File: config.mk
export PLATFORM = sky130hd
export DESIGN_NAME = spsram_ctrl_flat
export DESIGN_NICKNAME = d
export VERILOG_FILES = /design/src/rtl/spsram_ctrl_if.sv /design/src/rtl/spsram_ctrl.sv /design/src/flat_wrapper.sv
export SDC_FILE = /design/constraint.sdc
export NUM_CORES = 1
export LEC_CHECK = 0
export CORE_MARGIN = 2
export CORE_UTILIZATION = 35
export DETAILED_ROUTE_END_ITERATION = 8
export GPL_TIMING_DRIVEN = 0
export PLACE_DENSITY_LB_ADDON = 0.3
export SYNTH_ARGS = -nofsm -noshare
export SYNTH_HDL_FRONTEND = slang
export SYNTH_SLANG_ARGS = --single-unit
File: constraint.sdc
create_clock -name clk -period 2.2 [get_ports clk]
set_input_delay 0.22 -clock clk [delete_from_list [all_inputs] [get_ports clk]]
set_output_delay 0.22 -clock clk [all_outputs]
set_load 0.05 [all_outputs]
File: src/rtl/spsram_ctrl_if.sv
// Client-side channels of the single-port SRAM controller: write requests,
// read requests and read responses, each a valid/ready pair.
//   wr_vld/wr_a/wr_d -> wr_rdy   write request channel
//   rd_vld/rd_a      -> rd_rdy   read request channel
//   rsp_vld/rsp_d    <- rsp_rdy  read response channel
// master: client logic, slave: spsram_ctrl.
interface spsram_ctrl_if #(
   parameter int W  = 32,
   parameter int AW = 7
);
   logic          wr_vld;
   logic [AW-1:0] wr_a;
   logic [W-1:0]  wr_d;
   logic          wr_rdy;
   logic          rd_vld;
   logic [AW-1:0] rd_a;
   logic          rd_rdy;
   logic          rsp_vld;
   logic [W-1:0]  rsp_d;
   logic          rsp_rdy;

   modport master (
      output wr_vld, wr_a, wr_d, rd_vld, rd_a, rsp_rdy,
      input  wr_rdy, rd_rdy, rsp_vld, rsp_d
   );

   modport slave (
      input  wr_vld, wr_a, wr_d, rd_vld, rd_a, rsp_rdy,
      output wr_rdy, rd_rdy, rsp_vld, rsp_d
   );
endinterface

File: src/rtl/spsram_ctrl.sv
// Initiator-side controller for the single-port SRAM macro. Arbitrates
// independent write and read requests onto the one macro port (one access
// per cycle), captures the macro's registered read data into a small
// response FIFO and presents it on a valid/ready response channel.
// Ports:
//   clk, rst_n      clock, asynchronous active-low reset
//   bus             client channels (spsram_ctrl_if.slave)
//   sram_csn/wen/oen active-low macro controls, registered
//   sram_a, sram_di macro address and write data, registered
//   sram_dout       macro read data, valid the cycle after a read access
module spsram_ctrl #(
   parameter int W         = 32,
   parameter int N         = 128,
   parameter int RSP_DEPTH = 4
) (
   input  logic                 clk,
   input  logic                 rst_n,
   spsram_ctrl_if.slave         bus,
   output logic                 sram_csn,
   output logic                 sram_wen,
   output logic                 sram_oen,
   output logic [$clog2(N)-1:0] sram_a,
   output logic [W-1:0]         sram_di,
   input  logic [W-1:0]         sram_dout
);
   localparam int AW = $clog2(N);
   localparam int PW = (RSP_DEPTH > 1) ? $clog2(RSP_DEPTH) : 1;
   localparam int CW = $clog2(RSP_DEPTH + 1);

   logic          last_wr;
   logic          rd_p1;
   logic          rd_p2;
   logic [CW-1:0] fifo_cnt;
   logic [PW-1:0] wptr;
   logic [PW-1:0] rptr;
   logic [W-1:0]  fifo_mem [RSP_DEPTH];
   logic          credit_ok;
   logic          gnt_wr;
   logic          gnt_rd;
   logic          rsp_vld;
   logic          push;
   logic          pop;

   function automatic logic [PW-1:0] ptr_inc(input logic [PW-1:0] p);
      return (p == PW'(RSP_DEPTH - 1)) ? '0 : p + PW'(1);
   endfunction

   // Every read already on the pins or on sram_dout owns a FIFO slot.
   // A same-cycle pop is ignored on purpose so the check stays registered-only.
   assign credit_ok = ({1'b0, fifo_cnt} + (CW+1)'(rd_p1) + (CW+1)'(rd_p2))
                      < (CW+1)'(RSP_DEPTH);

   // Grants are held off while in reset so both ready outputs read 0.
   always_comb begin
      gnt_wr = 1'b0;
      gnt_rd = 1'b0;
      if (rst_n) begin
         if (bus.wr_vld && bus.rd_vld && credit_ok) begin
            // Same-address collision: write first, read then returns new data.
            if ((bus.wr_a == bus.rd_a) || !last_wr) gnt_wr = 1'b1;
            else                                    gnt_rd = 1'b1;
         end else if (bus.wr_vld) begin
            gnt_wr = 1'b1;
         end else if (bus.rd_vld && credit_ok) begin
            gnt_rd = 1'b1;
         end
      end
   end

   assign bus.wr_rdy = gnt_wr;
   assign bus.rd_rdy = gnt_rd;

   always_ff @(posedge clk or negedge rst_n) begin
      if (!rst_n) begin
         sram_csn <= 1'b1;
         sram_wen <= 1'b1;
         sram_oen <= 1'b1;
         sram_a   <= '0;
         sram_di  <= '0;
         rd_p1    <= 1'b0;
         rd_p2    <= 1'b0;
         last_wr  <= 1'b0;
      end else begin
         rd_p1 <= gnt_rd;
         rd_p2 <= rd_p1;
         if (gnt_wr) begin
            sram_csn <= 1'b0;
            sram_wen <= 1'b0;
            sram_oen <= 1'b1;
            sram_a   <= bus.wr_a;
            sram_di  <= bus.wr_d;
            last_wr  <= 1'b1;
         end else if (gnt_rd) begin
            sram_csn <= 1'b0;
            sram_wen <= 1'b1;
            sram_oen <= 1'b0;
            sram_a   <= bus.rd_a;
            sram_di  <= '0;
            last_wr  <= 1'b0;
         end else begin
            sram_csn <= 1'b1;
            sram_wen <= 1'b1;
            sram_oen <= 1'b1;
            sram_a   <= '0;
            sram_di  <= '0;
         end
      end
   end

   // sram_dout is only looked at when rd_p2 says it carries read data.
   assign push    = rd_p2;
   assign rsp_vld = (fifo_cnt != '0);
   assign pop     = rsp_vld & bus.rsp_rdy;

   always_ff @(posedge clk) begin
      if (push) fifo_mem[wptr] <= sram_dout;
   end

   always_ff @(posedge clk or negedge rst_n) begin
      if (!rst_n) begin
         fifo_cnt <= '0;
         wptr     <= '0;
         rptr     <= '0;
      end else begin
         if (push) wptr <= ptr_inc(wptr);
         if (pop)  rptr <= ptr_inc(rptr);
         case ({push, pop})
            2'b10:   fifo_cnt <= fifo_cnt + CW'(1);
            2'b01:   fifo_cnt <= fifo_cnt - CW'(1);
            default: fifo_cnt <= fifo_cnt;
         endcase
      end
   end

   assign bus.rsp_vld = rsp_vld;
   // Zero when empty keeps uninitialised FIFO storage off the response bus.
   assign bus.rsp_d   = rsp_vld ? fifo_mem[rptr] : '0;
endmodule

File: src/flat_wrapper.sv
// flat-port wrapper written by rule: the top's interface ports become plain ports
module spsram_ctrl_flat 
#(
   parameter int W         = 32,
   parameter int N         = 128,
   parameter int RSP_DEPTH = 4
)
  (clk, rst_n, sram_csn, sram_wen, sram_oen, sram_a, sram_di, sram_dout, bus_wr_vld, bus_wr_a, bus_wr_d, bus_rd_vld, bus_rd_a, bus_rsp_rdy, bus_wr_rdy, bus_rd_rdy, bus_rsp_vld, bus_rsp_d);
  spsram_ctrl_if #(.W(W), .AW((7))) bus_i ();
  input  logic clk;
  input  logic rst_n;
  output logic sram_csn;
  output logic sram_wen;
  output logic sram_oen;
  output logic [$clog2(N)-1:0] sram_a;
  output logic [W-1:0] sram_di;
  input  logic [W-1:0] sram_dout;
  input wire logic [$bits(bus_i.wr_vld)-1:0] bus_wr_vld;
  input wire logic [$bits(bus_i.wr_a)-1:0] bus_wr_a;
  input wire logic [$bits(bus_i.wr_d)-1:0] bus_wr_d;
  input wire logic [$bits(bus_i.rd_vld)-1:0] bus_rd_vld;
  input wire logic [$bits(bus_i.rd_a)-1:0] bus_rd_a;
  input wire logic [$bits(bus_i.rsp_rdy)-1:0] bus_rsp_rdy;
  output wire logic [$bits(bus_i.wr_rdy)-1:0] bus_wr_rdy;
  output wire logic [$bits(bus_i.rd_rdy)-1:0] bus_rd_rdy;
  output wire logic [$bits(bus_i.rsp_vld)-1:0] bus_rsp_vld;
  output wire logic [$bits(bus_i.rsp_d)-1:0] bus_rsp_d;
  assign bus_i.wr_vld = bus_wr_vld;
  assign bus_i.wr_a = bus_wr_a;
  assign bus_i.wr_d = bus_wr_d;
  assign bus_i.rd_vld = bus_rd_vld;
  assign bus_i.rd_a = bus_rd_a;
  assign bus_i.rsp_rdy = bus_rsp_rdy;
  assign bus_wr_rdy = bus_i.wr_rdy;
  assign bus_rd_rdy = bus_i.rd_rdy;
  assign bus_rsp_vld = bus_i.rsp_vld;
  assign bus_rsp_d = bus_i.rsp_d;
  spsram_ctrl #(.W(W), .N(N), .RSP_DEPTH(RSP_DEPTH)) u_core (.clk(clk), .rst_n(rst_n), .bus(bus_i), .sram_csn(sram_csn), .sram_wen(sram_wen), .sram_oen(sram_oen), .sram_a(sram_a), .sram_di(sram_di), .sram_dout(sram_dout));
endmodule
==> impl_results.md, run 1 <==
- Setup-violating endpoint count in the final report: 1
- Final clock period utilization by the worst path: 102%
- Critical Path RT: 1.98 ns
- Later-pin clock latency in the skew report: around 0.42 ns
- TritonCTS clock tree: built
- Leading register cell type out of synthesis: edfxtp_1
- CP Data Arrival Time: around 2.0 ns
- Number of I/O port buffers: 159
- Syn Std Cell Area: a little under 7000 um2
- Vias post-DR: between 3,000 and 4,000
- Power density cells: ~1300 nW/um2
- Drt wl/cell: between 15 and 20 um
- Chain of cells forming the critical path: ha_1 -> a21o_1 -> a21o_1 -> a311o_2 -> inv_4 -> buf_8
- Critical register-to-register path startpoint: u_core.fifo_cnt[0]$_DFFE_PN0P_
- # H-tree levels: 4
- Gate count of the mapped netlist: about 360
- Number of synthesized flops with an enable pin: 128
- Clock slew at the register clock pins of the worst setup and hold paths: 0.07 ns
- First-pass iteration count of the detailed router: 4
- Post-synthesis compound-gate area fraction: under 10%
- Highest-count cells in the layout ignoring fill and taps: edfxtp_1, clkdlybuf4s50_1, dfrtp_1, and2_1, mux4_2
- Maximum number of pins on one net before global-route repair: 33
- Max incr delay on CP: 0.41 ns
- Run status: complete, but fails checks
- Leading cell type in the layout, fill and taps excluded: edfxtp_1
- Warnings, synthesis: 0
- Wire length of the first global-routing pass: 22,000 um
- Final weighted congestion in routability-driven placement: approximately 0.73
- Antenna violation net count after detailed routing: 0
- Area after DPL: 8920 um2
- Syn Area/Cell: slightly below 20 um2
- Io pins: 160
- Slew Limit Headroom: around 44%
- Number of distinct library cell variants in the gate-level netlist after synthesis: 32
- Via/cell ratio: ~4.6
- Share of the synthesized netlist area taken by xor and xnor gates: between 1 and 1.5%
- Number of antenna violations at the first check in global routing: 0
- Type of element launching the critical path: flop
- Worst path slowest cell: dfrtp_1
- Setup repair after global routing missed its margin: true
- Most repeated library cell on the critical path: a21o_1
- Worst r2r path cells: 8
- Growth of design area from synthesis to finish: 45.1%
- Worst-case register-to-register setup slack: about 0.13 ns
- Violations in the final reports: negative setup slack
- Critical path class: reg2out
- Detailed placement HPWL: ~9600 um
- Leakage component of the power: about 3.8 nW
- Summed area of non-filler cells in the final layout: ~10,000 um2
- Post-synthesis register bit count: between 150 and 200
- Transition time of the tightest slew-check pin: 0.840 ns
- 1st-iter DRT viols: roughly 180
- Hold crit path type: in2reg
- Max-cap violation count: 0
- Hold-critical path endpoint: u_core.sram_di[12]$_DFF_PN0_
- Capture point of the worst reg-to-reg path: u_core.sram_a[5]$_DFF_PN0_
- Main combinational cell family by area after synthesis: multiplexers
- Fin. Hold Viols: 0
- Mux cell area share after synthesis: a little over a tenth
- Simple-gate share of the synthesized area: between 7 and 8%
- Die ar.: 20,800 um2
- Number of diodes: 0
- Hold Crit Start: bus_wr_d[12]
- Standard-cell rows: 51
- CTS buffer count: 17
- Critical Path Sink Type: output port
- Share of flip-flops with an asynchronous set or reset after synthesis: roughly 29%
- Share of the core filled with cells: ~52%
- Drt drc: 0
- Number of nets in the final layout: approximately 650
- Final TNS setup: -0.0537 ns
- Die height: roughly 140 um
- Total power consumption of the routed design: roughly 13 mW
- Hold Path Depth: 2
- Timing-limited maximum frequency: 444 MHz
- Core ar.: roughly 19,000 um2
- Share of synthesized area occupied by flip-flops and latches: 74.7%
- Clock skew: 0.0128 ns
- Minimum setup slack in the final design: -0.0537 ns
- Worst supply voltage drop on vdd: ~0.64 mV
- Total grt overflow: 0
- Maximum fanout encountered on the critical timing path: 3
- Worst-case clock buffer depth: 2
- CTS Root Cell: clkbuf_16
- Number of nets in the synthesized netlist: between 400 and 500
- Starting Density: between 30% and 40%
- Vias in the first global route: about 4,100
- Layout cells sized above 1: between 30 and 40%
- Overall routed net length: between 10,000 and 15,000 um
- Fraction of the mapped netlist area in adder cells: 1.56%
- Width of the chip: approximately 140 um
- Time the worst path needs with I/O delays and setup: about 2.3 ns
- GR Util All Layers: between 10% and 20%
- Clk sinks: 180
- Pins over their slew limit: 0
## power by group
part | internal, mW | leakage (nW) | switching [mW]
sequential | 3.91 | 1.83 | 0.113
clock | 1.73 | 0.295 | 1.39
combinational | 2.75 | 1.64 | 2.99
## metrics by stage
step                cells  hold slack, ns  setup WS [ns]
floorplan             357         -0.0756          0.220
global placement      781           0.361          -2.39
detailed placement    786           0.234         -0.536
CTS                   825           0.323        -0.0961
global route          832           0.322         -0.152
finish                832           0.340        -0.0537
## timing repair
item                                    in CTS  in global routing
hold buffers                                 2                  0
hold endpoints to repair                    18                  0
gates resized for setup                    283                 35
buffers inserted                             6                  4
pin swaps                                    4                 26
endpoints found under the setup margin      36                 32
cloned                                       1                  3
## critical path: cells and delay by family (launching register included)
kind / cells / cell delay (ns)
flip-flops: 1 / 0.41
adder cells (fa/ha/maj): 1 / 0.28
buffers and inverters: 2 / 0.22
AO/OA/AOI/OAI: 3 / 0.71
## Yosys cell counts, drive strengths merged, types with 2 or more instances
cell type,instances,area share (%)
a21o,4,0.44
a22o,7,0.89
and2,68,6.2
buf,10,1.2
clkbuf,6,0.33
dfrtp,49,18
dfstp,3,1.1
edfxtp,128,56
ha,7,1.3
inv,11,0.64
mux4,32,10
nand2,3,0.16
o21ai,4,0.29
or3,2,0.18
xnor2,2,0.25
xor2,8,1.0
## logic make-up (layout without fill, tap and decap cells)
family / Yosys count / after routing
buffers and inverters: 27 / 237
xor gates and xnor gates: 10 / 10
muxes: 34 / 34
and+or+nand+nor: 79 / 79
DFF: 180 / 180
AOI/OAI and AO/OA: 19 / 19
adders and majority gates: 8 / 8
## per-layer routing
| metal | vias to the layer above | GRT usage, % | share of wire (%) |
|---|---|---|---|
| met5 | - | 0 | 0 |
| met1 | 1908 | 16.5 | 40 |
| met4 | 0 | 4.14 | 1.0 |
| met2 | 131 | 24.7 | 50 |
| met3 | 16 | 6.56 | 8.7 |
| li1 | 1739 | - | - |
## flip-flops by register name (all words and copies together) (netlist names)
signal and count:
u_core.fifo_mem 128, u_core.sram_di 32, u_core.sram_a 7, u_core.fifo_cnt 3
u_core.rptr 2, u_core.wptr 2, u_core.last_wr 1, u_core.push 1
u_core.rd_p1 1, u_core.sram_csn 1, u_core.sram_oen 1, u_core.sram_wen 1
## layout make-up
class,count,area (um2)
clock inverter,15,188
fill,1644,9400
clock buffer,17,425
inverter,11,43.8
timing repair buffer,180,2000
multi-input combinational,150,1690
buffer,14,168
tap,265,332
sequential,180,5150
## worst max-delay path by stage
stage          cells past startpoint            end                           start
2_1_floorplan                      4  bus_rsp_d[22]  u_core.fifo_cnt[1]$_DFFE_PN0P_
3_3_place_gp                       6     bus_wr_rdy                           rst_n
3_5_place_dp                       6     bus_wr_rdy                     bus_rd_a[5]
4_1_cts                            6     bus_rd_rdy  u_core.fifo_cnt[0]$_DFFE_PN0P_
5_1_grt                            6     bus_rd_rdy  u_core.fifo_cnt[0]$_DFFE_PN0P_
6_report                           6     bus_rd_rdy  u_core.fifo_cnt[0]$_DFFE_PN0P_
Note: power is estimated with default switching activity, not from simulation.
==> inputs of run 2 (changes only) <==
Settings changed: CTS_CLUSTER_DIAMETER set to 50.
==> results of run 2 <==
No change in the layout: final DEF, timing and power equal those of run 1.
==> inputs of run 3 (changes only) <==
Settings changed: CTS_BUF_LIST set to sky130_fd_sc_hd__clkbuf_8.
==> impl_results.md, run 3 (synthesis gave the netlist of run 1 again) <==
- Detailed placement HPWL: 9570 um
- 1st-iter DRT viols: between 150 and 200
- Leading cell type in the layout, fill and taps excluded: edfxtp_1
- Minimum setup slack in the final design: -0.0799 ns
- Drt drc: 0
- Highest-count cells in the layout ignoring fill and taps: edfxtp_1, clkdlybuf4s50_1, dfrtp_1
- Clock skew: roughly 0.017 ns
- Type of element launching the critical path: flop
- Critical Path Sink Type: output port
- Run status: complete, but fails checks
- Transition time of the tightest slew-check pin: 0.837 ns
- Worst Setup SP: u_core.fifo_cnt[0]$_DFFE_PN0P_
- Largest Register: u_core.fifo_mem
- Hold Path Depth: 2
- Number of I/O port buffers: between 150 and 200
- Power density cells: 1240 nW/um2
- # H-tree levels: 4
- CTS buffer count: 17
- Met2 Usage GRT: between 20 and 25%
- Largest register FFs: 128
- Clk sinks: between 150 and 200
- Critical register-to-register path startpoint: u_core.fifo_cnt[2]$_DFFE_PN0P_
- Pint: 7.86 mW
- Violations in the final reports: negative setup slack
- Hold Crit Start: bus_wr_d[12]
- Worst supply voltage drop on vdd: roughly 0.45 mV
- Width of the chip: around 140 um
- Number of nets in the final layout: 650
- Setup repair after global routing missed its margin: true
- Proportion of power drawn by flip-flops and latches: about a third
- Power dissipated by switching net loads: approximately 4.4 mW
- Leakage component of the power: 3.73 nW
- Capture point of the worst reg-to-reg path: u_core.fifo_cnt[1]$_DFFE_PN0P_
- Worst r2r path cells: 7
- Maximum fanout encountered on the critical timing path: 3
- Worst setup slack before clock tree synthesis: -0.536 ns
- Vias post-DR: approximately 3,800
- Sw Ratio: between 30% and 40%
- Standard-cell rows: between 50 and 60
- Clock power share: 19.1%
- Number of antenna violations at the first check in global routing: 0
- Critical Path RT: ~2 ns
- Worst-case clock buffer depth: 2
- Layout cells sized above 1: 32.7%
- First-pass iteration count of the detailed router: 4
- Wire length of the first global-routing pass: 22,100 um
- Slew Limit Headroom: between 40% and 50%
- Starting Density: between 30% and 40%
- Antenna violation net count after detailed routing: 0
- Drt wl/cell: roughly 18 um
- Hold crit path type: in2reg
- GR Util All Layers: around 15%
- Vias in the first global route: around 4,100
- Met1 Track Usage GR: roughly 17%
- Via/cell ratio: around 4.5
- Core ar.: 19,400 um2
- Critical path class: reg2out
- Setup-violating endpoint count in the final report: 6
- Hold-critical path endpoint: u_core.sram_di[12]$_DFF_PN0_
- Share of total power in combinational logic: 48.3%
- Final clock period utilization by the worst path: 104%
- Later-pin clock latency in the skew report: between 0.4 and 0.5 ns
- CP Data Arrival Time: just over 2 ns
- Largest registers: u_core.fifo_mem (128), u_core.sram_di (32), u_core.sram_a (7)
- Pins over their slew limit: 0
- Growth of design area from synthesis to finish: 43.5%
- Clock slew at the register clock pins of the worst setup and hold paths: around 0.10 ns
- Timing-limited maximum frequency: around 440 MHz
- Total grt overflow: 0
- Fill cell count: about 1,700
- Die ar.: around 21,000 um2
- Die height: ~140 um
- Final TNS setup: -0.163 ns
- Final weighted congestion in routability-driven placement: between 0.7 and 0.8
- Most congested layer reported by global routing: met2
- Worst-case register-to-register setup slack: 0.20 ns
- CTS Root Cell: clkbuf_8
- TritonCTS clock tree: built
- Maximum number of pins on one net before global-route repair: 33
- Routing usage on met3: around 6.1%
- Time the worst path needs with I/O delays and setup: ~2.3 ns
- Overall routed net length: around 15,000 um
- Max-cap violation count: 0
- Total power consumption of the routed design: approximately 12 mW
- Fin. Hold Viols: 0
- Number of diodes: 0
- Io pins: 160
==> run 3: changes by cell type in the layout (fill, tap and decap cells not counted), sizes merged <==
cell / change
buf: +8
clkbuf: -2
clkdlybuf4s15: -1
==> run 3: worst max-delay path by stage <==
stage                     cells after the start  slack (ns)             to
after floorplan                               4        0.22  bus_rsp_d[22]
after global placement                        6       -2.39     bus_wr_rdy
after detailed placement                      6       -0.54     bus_wr_rdy
after CTS                                     6       -0.15     bus_rd_rdy
after global routing                          6       -0.17     bus_rd_rdy
final                                         6       -0.08     bus_rd_rdy
==> run 3: worst max-delay path: stages, from the launching register on <==
cell and delay, ns:
dfrtp_1 0.42, ha_1 0.30, a21o_1 0.18, a21o_1 0.16
a311o_2 0.34, inv_4 0.08, buf_8 0.14
==> run 3: metrics by stage <==
| stage | instances | area [um2] | utilization [%] | hold slack (ns) |
|---|---|---|---|---|
| after floorplan | 357 | 6890 | - | -0.0756 |
| after global placement | 781 | 8820 | 45.4 | 0.361 |
| after detailed placement | 786 | 8920 | 46.0 | 0.234 |
| after CTS | 835 | 9770 | 50.4 | 0.270 |
| after global routing | 837 | 9890 | 51.0 | 0.265 |
| final | 837 | 9890 | 51.0 | 0.302 |
==> run 3: power by group through the flow <==
stage               Clock, mW  Sequential [mW]  Combinational, mW
floorplan                   0             4.27               2.96
global placement            0             4.08               4.59
detailed placement          0             4.08               4.66
CTS                      2.42             4.01               5.69
global route             2.56             4.04               6.27
finish                   2.35             4.01               5.94
==> run 3: cell type report <==
class | instances | area [um2] | area share [%]
buffer | 13 | 144 | 1.45
inverter | 11 | 43.8 | 0.443
multi-input combinational | 150 | 1710 | 17.3
clock buffer | 17 | 234 | 2.36
sequential | 180 | 5150 | 52.1
tap | 265 | 332 | 3.35
clock inverter | 15 | 188 | 1.90
timing repair buffer | 186 | 2090 | 21.1
==> run 3: timing repair <==
item / CTS / global route
setup buffers: 15 / 5
resized for setup: 306 / 39
hold buffers: 2 / 0
setup endpoints to repair: 37 / 66
pin swaps: 10 / 23
endpoints found under the hold margin: 18 / 0
cloned: 2 / 2
==> run 3: metal layers <==
layer | routed length [um] | vias up
met1 | 5860 | 1917
met2 | 7440 | 133
li1 | - | 1742
met5 | 0 | -
met4 | 173 | 0
met3 | 1220 | 12
